## config.mk

```make
export PLATFORM = sky130hd
export DESIGN_NAME = sqr_accum
export DESIGN_NICKNAME = d
export VERILOG_FILES = /design/src/rtl/sqr_accum.sv
export SDC_FILE = /design/constraint.sdc
export NUM_CORES = 1
export LEC_CHECK = 0
export ABC_AREA = 0
export ABC_CLOCK_PERIOD_IN_PS = 5300
export CELL_PAD_IN_SITES_DETAIL_PLACEMENT = 1
export CELL_PAD_IN_SITES_GLOBAL_PLACEMENT = 2
export CORE_ASPECT_RATIO = 0.75
export CORE_UTILIZATION = 36
export DETAILED_ROUTE_END_ITERATION = 8
export MAX_ROUTING_LAYER = met4
export PLACE_DENSITY = 0.83
export SLEW_MARGIN = 0
export SYNTH_ARGS = -nofsm -noshare
export SYNTH_HDL_FRONTEND = slang
export SYNTH_SLANG_ARGS = --single-unit
```

## constraint.sdc

```tcl
create_clock -name clk -period 5.3 [get_ports clk]
set_input_delay 1.06 -clock clk [delete_from_list [all_inputs] [get_ports clk]]
set_output_delay 1.06 -clock clk [all_outputs]
set_load 0.02 [all_outputs]
```

## src/rtl/sqr_accum.sv

```systemverilog
// Purpose : accumulates (x+y)^2 and x^2-1 samples into N-sample block sums
//           and presents each finished block as a held result.
// Latency : block result registered on the edge of its last sample (visible 1 cycle later).
// Backpr. : none toward upstream; a finished block is dropped (overrun set)
//           when the previous result is still held and not being taken.
//
// Ports:
//   clk, rst_n             clock, asynchronous active-low reset
//   in_valid               add_sqr / sqr_m1 carry a sample this cycle
//   add_sqr [2W+1:0]       (x+y)^2, unsigned
//   sqr_m1  [2W-1:0]       x^2-1, unsigned (modulo 2^2W)
//   clr                    synchronous clear of block in progress and status
//   res_ready              downstream takes the held result
//   res_valid              result held
//   res_add_sum, res_sqr_sum  block sums, full width (no wrap)
//   overrun                sticky: a finished block was dropped
//   count                  samples already accumulated in current block
module sqr_accum #(
   parameter int W  = 8,
   parameter int N  = 16,
   localparam int CW = $clog2(N)
) (
   input  logic                clk,
   input  logic                rst_n,
   input  logic                in_valid,
   input  logic [2*W+1:0]      add_sqr,
   input  logic [2*W-1:0]      sqr_m1,
   input  logic                clr,
   input  logic                res_ready,
   output logic                res_valid,
   output logic [2*W+1+CW:0]   res_add_sum,
   output logic [2*W-1+CW:0]   res_sqr_sum,
   output logic                overrun,
   output logic [CW-1:0]       count
);

   localparam int AW = 2*W + 2 + CW;
   localparam int SW = 2*W + CW;
   localparam logic [CW-1:0] LAST_IDX = CW'(N - 1);

   logic [AW-1:0] add_acc;
   logic [SW-1:0] sqr_acc;
   logic [AW-1:0] add_next;
   logic [SW-1:0] sqr_next;
   logic          blk_done;
   logic          res_load;
   logic          res_drop;
   logic          res_xfer;

   // Sums including the current sample; CW growth bits make wrap impossible
   // for up to N maximal samples.
   assign add_next = add_acc + AW'(add_sqr);
   assign sqr_next = sqr_acc + SW'(sqr_m1);

   assign blk_done = in_valid && (count == LAST_IDX);
   assign res_xfer = res_valid && res_ready;
   // A finished block may take the result slot if it is empty or being
   // emptied on this very edge; otherwise it is lost.
   assign res_load = blk_done && (!res_valid || res_ready);
   assign res_drop = blk_done && res_valid && !res_ready;

   // Block accumulation: count and running sums.
   always_ff @(posedge clk or negedge rst_n) begin
      if (!rst_n) begin
         count   <= '0;
         add_acc <= '0;
         sqr_acc <= '0;
      end else if (clr) begin
         count   <= '0;
         add_acc <= '0;
         sqr_acc <= '0;
      end else if (in_valid) begin
         if (blk_done) begin
            count   <= '0;
            add_acc <= '0;
            sqr_acc <= '0;
         end else begin
            count   <= count + CW'(1);
            add_acc <= add_next;
            sqr_acc <= sqr_next;
         end
      end
   end

   // Result slot. Data registers only change on a load, so they stay stable
   // while a result is held.
   always_ff @(posedge clk or negedge rst_n) begin
      if (!rst_n) begin
         res_valid   <= 1'b0;
         res_add_sum <= '0;
         res_sqr_sum <= '0;
      end else if (clr) begin
         res_valid <= 1'b0;
      end else if (res_load) begin
         res_valid   <= 1'b1;
         res_add_sum <= add_next;
         res_sqr_sum <= sqr_next;
      end else if (res_xfer) begin
         res_valid <= 1'b0;
      end
   end

   // Sticky drop indicator.
   always_ff @(posedge clk or negedge rst_n) begin
      if (!rst_n) begin
         overrun <= 1'b0;
      end else if (clr) begin
         overrun <= 1'b0;
      end else if (res_drop) begin
         overrun <= 1'b1;
      end
   end

endmodule

```

# --- Word-level counts from Yosys, hierarchy flattened ---
# Cells that the tools add are included.
# W data, S select, Z words.
op_classes:
  reduce_logical: 12
  eq_ne: 1
  add_sub_neg: 3
  bitwise: 1
  n_mux: 14
  div: 0
  mul: 0
  n_lt_le_gt_ge: 0
  shifts: 0
ops:
  columns: ["operator", "count"]
  rows:
  - ["$mux W22", 3]
  - ["$mux W20", 3]
  - ["$add A22 B18 Y22", 1]
  - ["$add A20 B16 Y20", 1]
  - ["$mux W4", 3]
  - ["$logic_and A1 B1 Y1", 5]
  - ["$mux W1", 5]
  - ["$add A4 B1 Y4 const B", 1]
  - ["$eq A4 B4 Y1 const B", 1]
  - ["$reduce_bool A2 Y1", 2]
  - ["$reduce_bool A3 Y1", 1]
  - ["$logic_not A1 Y1", 2]
  - ["$reduce_and A2 Y1", 1]
  - ["$logic_or A1 B1 Y1", 1]
  - ["$not A1 Y1", 1]
totals:
  mem_bits_ro: 0
  output_inout_bits: 48
  register_bits: 90
  latchBits: 0
  mem_bits_rw: 0
  memories: 0

# --- Longest topological paths before layout ---
depth:
  ltp_word: 6
  depth_mapped: 10
  depth_no_buf: 10

# --- Worst setup path after synthesis ---
# No wires, ideal clock.
synth_timing:
  path_kind: "input port to flip-flop"
  startpoint: "input port add_sqr[0]"
  endpoint: "register res_add_sum[16]"
  n_path_buf: 0
  t_required_ps: 5175
  slack_ps: 2219
  path_stages: 9
  t_arrival_ps: 2957
  setup_ps: 125
  cell_sequence: "ha_1 -> fa_1 -> a21oi_1 -> o211ai_2 -> a31oi_2 -> o21ai_4 -> a31oi_1 -> xnor2_1 -> mux2_2"
synth_via:
  elab_chain_len: 1
synth_rtl:
  columns: ["element", "line_no", "text"]
  rows:
  - ["start: declaration", "26", "input logic [2*W+1:0] add_sqr,"]
  - ["$add A22 B18 Y22", "52", "assign add_next = add_acc + AW'(add_sqr);"]
  - ["end signal: assignment", "96", "res_add_sum <= add_next;"]
  - ["end: declaration", "31", "output logic [2*W+1+CW:0] res_add_sum,"]
# Every way passes these cells.
# A chain may end at the register's enable or synchronous reset.

# --- Final worst setup path ---
# Ends and elaborated chain as after synthesis.

==> results.tsv <==
stage	metric	value	unit
status	result of the run	finished clean	
route	DRC violation count after routing	0	
placement	Setup WS pre-CTS	1560	ps
power_and_ir_drop	worst ir drop on vdd	148	µV
route	final WL	14000	µm
clock_tree	worst skew pair latency	340	ps
synthesis	Cell variety after synth	52	
cells_and_area	post-layout instance count excluding filler cells	795	
cells_and_area	filler instances	1552	
synthesis	number of flops mapped to enable cells by yosys	0	
clock_tree	TritonCTS sink count	90	
route	total vias in the final route	4235	
min_path	Hold Path Cell Cnt	2	
clock_tree	worst-case clock buffer depth	2	
cells_and_area	number of antenna repair diodes	0	
sta	worst slew pin tran	1090	ps
worst_setup_path	Worst Setup Path Type	in -> reg	
sta	final setup slack of the worst path	1860	ps
job	max-cap violations	0	
cells_and_area	highest-count cells in the layout ignoring fill and taps	94 x nand2_1, 90 x dfrtp_1, 85 x clkdlybuf4s50_1, 40 x a21oi_1, 35 x ha_1	
global_routing	vias in the first global route	4569	
floorplan	area of the core region	13800	µm²
worst_setup_path	required time reported for the critical path endpoint	5530	ps
min_path	launch point of the worst hold path	res_add_sum[6]$_DFFE_PN0P_	
cells_and_area	Final Net Count	691	
worst_setup_path	critical path launch point type	input port	
worst_setup_path	path depth of the worst reg2reg path	9	
sta	final count of negative-setup-slack endpoints	0	
placement	# placed instances	779	
placement	Port Buffers	86	
sta	relative slew slack	0.275	
worst_setup_path	Max stage delay cell, worst path	clkdlybuf4s50_1	
worst_setup_path	Max Fanout on Critical Path	4	
clock_tree	count of cells resized by post-cts repair	0	
route	first-pass iteration count of the detailed router	4	
synthesis	part of the Yosys area used for sequential elements	0.439	
worst_setup_path	startpoint of the lowest-slack register-to-register path	add_acc[0]$_DFFE_PN0P_	
worst_setup_path	endpoint class of the critical path	flip-flop	
sta	final count of hold timing violations	0	
synthesis	Synth Net Count	609	
min_path	worst min path class	reg -> reg	
clock_tree	clock-pin slew on the worst setup and hold paths	70	ps
cells_and_area	layout cells sized above 1	0.0726	
synthesis	flip-flop and latch count after synthesis	90	
worst_setup_path	r2r endpoint	res_add_sum[16]$_DFFE_PN0P_	
global_routing	GR Util All Layers	0.208	
sta	final clock skew	6.30	ps
sta	setup total negative slack	0	ps
sta	final worst path period share	0.649	
placement	placed cell areas	6180	µm²
synthesis	cell area after synthesis	5130	µm²
route	number of DRC markers after the initial detailed-route iteration	215	
synthesis	Async SR Flop Fraction	1.00	
worst_setup_path	data arrival time of the critical path	3670	ps
cells_and_area	Final Core Density	0.470	
power_and_ir_drop	power density over cell area	303	nW/µm²
min_path	WHS Endpoint	res_add_sum[6]$_DFFE_PN0P_	
global_routing	number of antenna violations at the first check in global routing	0	
floorplan	Boundary Pins	87	
placement	gpl congestion	0.869	
floorplan	initial core utilization	0.372	
worst_setup_path	cells traversed along the worst timing path	clkdlybuf4s50_1 -> ha_1 -> fa_1 -> a21oi_1 -> o211ai_2 -> a31oi_2 -> o21ai_4 -> a31oi_1 -> xnor2_1 -> mux2_2	
global_routing	maximum number of pins on one net before global-route repair	54	
cells_and_area	most common cell after layout, fill and taps aside	nand2_1	
worst_setup_path	worst stage delay on the critical path	420	ps
placement	post-detail-place hpwl	10100	µm
route	Vias/cell	5.33	
clock_tree	TritonCTS clock tree	yes	
floorplan	area enclosed by the die boundary	14700	µm²
clock_tree	cell at the root of the clock tree	clkbuf_16	
route	remaining antenna violation count after routing	0	
sta	clock period minus final worst setup slack	3440	ps
global_routing	global-route wire length before repair	23600	µm
floorplan	die width	140	µm
cells_and_area	synth-to-layout area growth	26.3	%
floorplan	vertical die dimension	105	µm
synthesis	average cell area after synthesis	9.63	µm²
cells_and_area	final non-filler cell area	6480	µm²
route	wire length per cell after detailed routing	17.6	µm
global_routing	global route overflow	0	
worst_setup_path	crit path from	add_sqr[0]	
power_and_ir_drop	Leakage	3.02	nW
worst_setup_path	reg-to-reg setup timing slack	2650	ps
synthesis	Synthesis Warnings	0	
synthesis	Synth Flop Type	dfrtp_1	
clock_tree	depth of the CTS H-tree	3	
sta	f_max	291	MHz
clock_tree	number of buffers added to fix hold violations after cts	0	
clock_tree	cts bufs inserted	9	
floorplan	Row Count	37	
clock_tree	post-CTS setup buffer count	0	
sta	final max-slew violation count	0	
sta	setup repair after global routing missed its margin	false	
synthesis	gate count after technology mapping	533	
[synth_stat cells (3+ instances only)]
master | number | area (µm²)
o31ai_1 | 3 | 22.5
nand3_1 | 14 | 70.1
and2_1 | 5 | 31.3
mux2_2 | 12 | 135
ha_1 | 35 | 438
a31oi_1 | 5 | 31.3
nand2_1 | 94 | 353
a22o_1 | 29 | 254
inv_1 | 9 | 33.8
clkbuf_1 | 19 | 71.3
a21o_1 | 13 | 97.6
xnor2_1 | 20 | 175
nor3_1 | 10 | 50.1
a21oi_1 | 40 | 200
o21ai_1 | 20 | 100
o21bai_1 | 3 | 22.5
o21ai_0 | 16 | 80.1
o21a_1 | 6 | 45.0
o211ai_1 | 3 | 22.5
nor2_1 | 21 | 78.8
xor2_1 | 13 | 114
nand4_1 | 5 | 31.3
or3_1 | 5 | 31.3
nand2b_1 | 4 | 25.0
dfrtp_1 | 90 | 2250
buf_2 | 3 | 15.0
nor2b_1 | 4 | 25.0
[flip-flops by register name, indices dropped and copies added, names as in the netlist]
signal	cells
count	4
res_add_sum	22
add_acc	22
overrun	1
sqr_acc	20
res_sqr_sum	20
res_valid	1
[worst max path at each step]
| stage | to | slack, ps |
|---|---|---|
| floorplan | res_add_sum[16]$_DFFE_PN0P_ | 2220 |
| global placement | res_add_sum[16]$_DFFE_PN0P_ | 1570 |
| detailed placement | res_add_sum[16]$_DFFE_PN0P_ | 1560 |
| CTS | res_add_sum[16]$_DFFE_PN0P_ | 1900 |
| global route | res_add_sum[15]$_DFFE_PN0P_ | 1760 |
| finish | res_add_sum[16]$_DFFE_PN0P_ | 1860 |
[power breakdown]
| part | switching (W) | internal [W] | total [W] |
|---|---|---|---|
| clock | 0.000268 | 0.000377 | 0.000645 |
| combinational | 0.000319 | 0.000231 | 0.000550 |
| sequential | 0.0000345 | 0.000732 | 0.000766 |
[cell families after synthesis]
logic type	share of synthesized area
AO/OA/AOI/OAI	0.209
XOR/XNOR	0.0563
adder cells (fa/ha/maj)	0.0931
buffers and inverters	0.0234
flip-flops	0.439
multiplexers	0.0283
AND/OR/NAND/NOR	0.151
[worst max-delay path, delay by kind of cell]
family / cells / cell delay, ps
AOI/OAI and AO/OA: 5 / 1170
xor gates and xnor gates: 1 / 110
adders and majority gates: 2 / 640
buffers and inverters: 1 / 420
muxes: 1 / 260
[area by class of cell]
cell class / count / area (µm²) / share of cell area
Tap cell: 175 / 219 / 0.0338
Sequential cell: 90 / 2250 / 0.348
Clock buffer: 11 / 243 / 0.0375
Timing Repair Buffer: 93 / 911 / 0.141
Multi-Input combinational cell: 412 / 2770 / 0.427
Clock inverter: 5 / 53.8 / 0.00830
Inverter: 9 / 33.8 / 0.00521
[per-stage QoR]
step | hold WS [ps] | total power [W]
floorplan | 454 | 0.00116
global placement | 457 | 0.00131
detailed placement | 461 | 0.00132
CTS | 484 | 0.00199
global route | 511 | 0.00208
finish | 480 | 0.00196
[per-layer routing]
metal  share of wire  GRT usage
met5               0          -
met4          0.0074     0.0385
met3           0.021     0.0332
met2            0.45      0.312
met1            0.52      0.298
(Power assumes the default switching activity.)
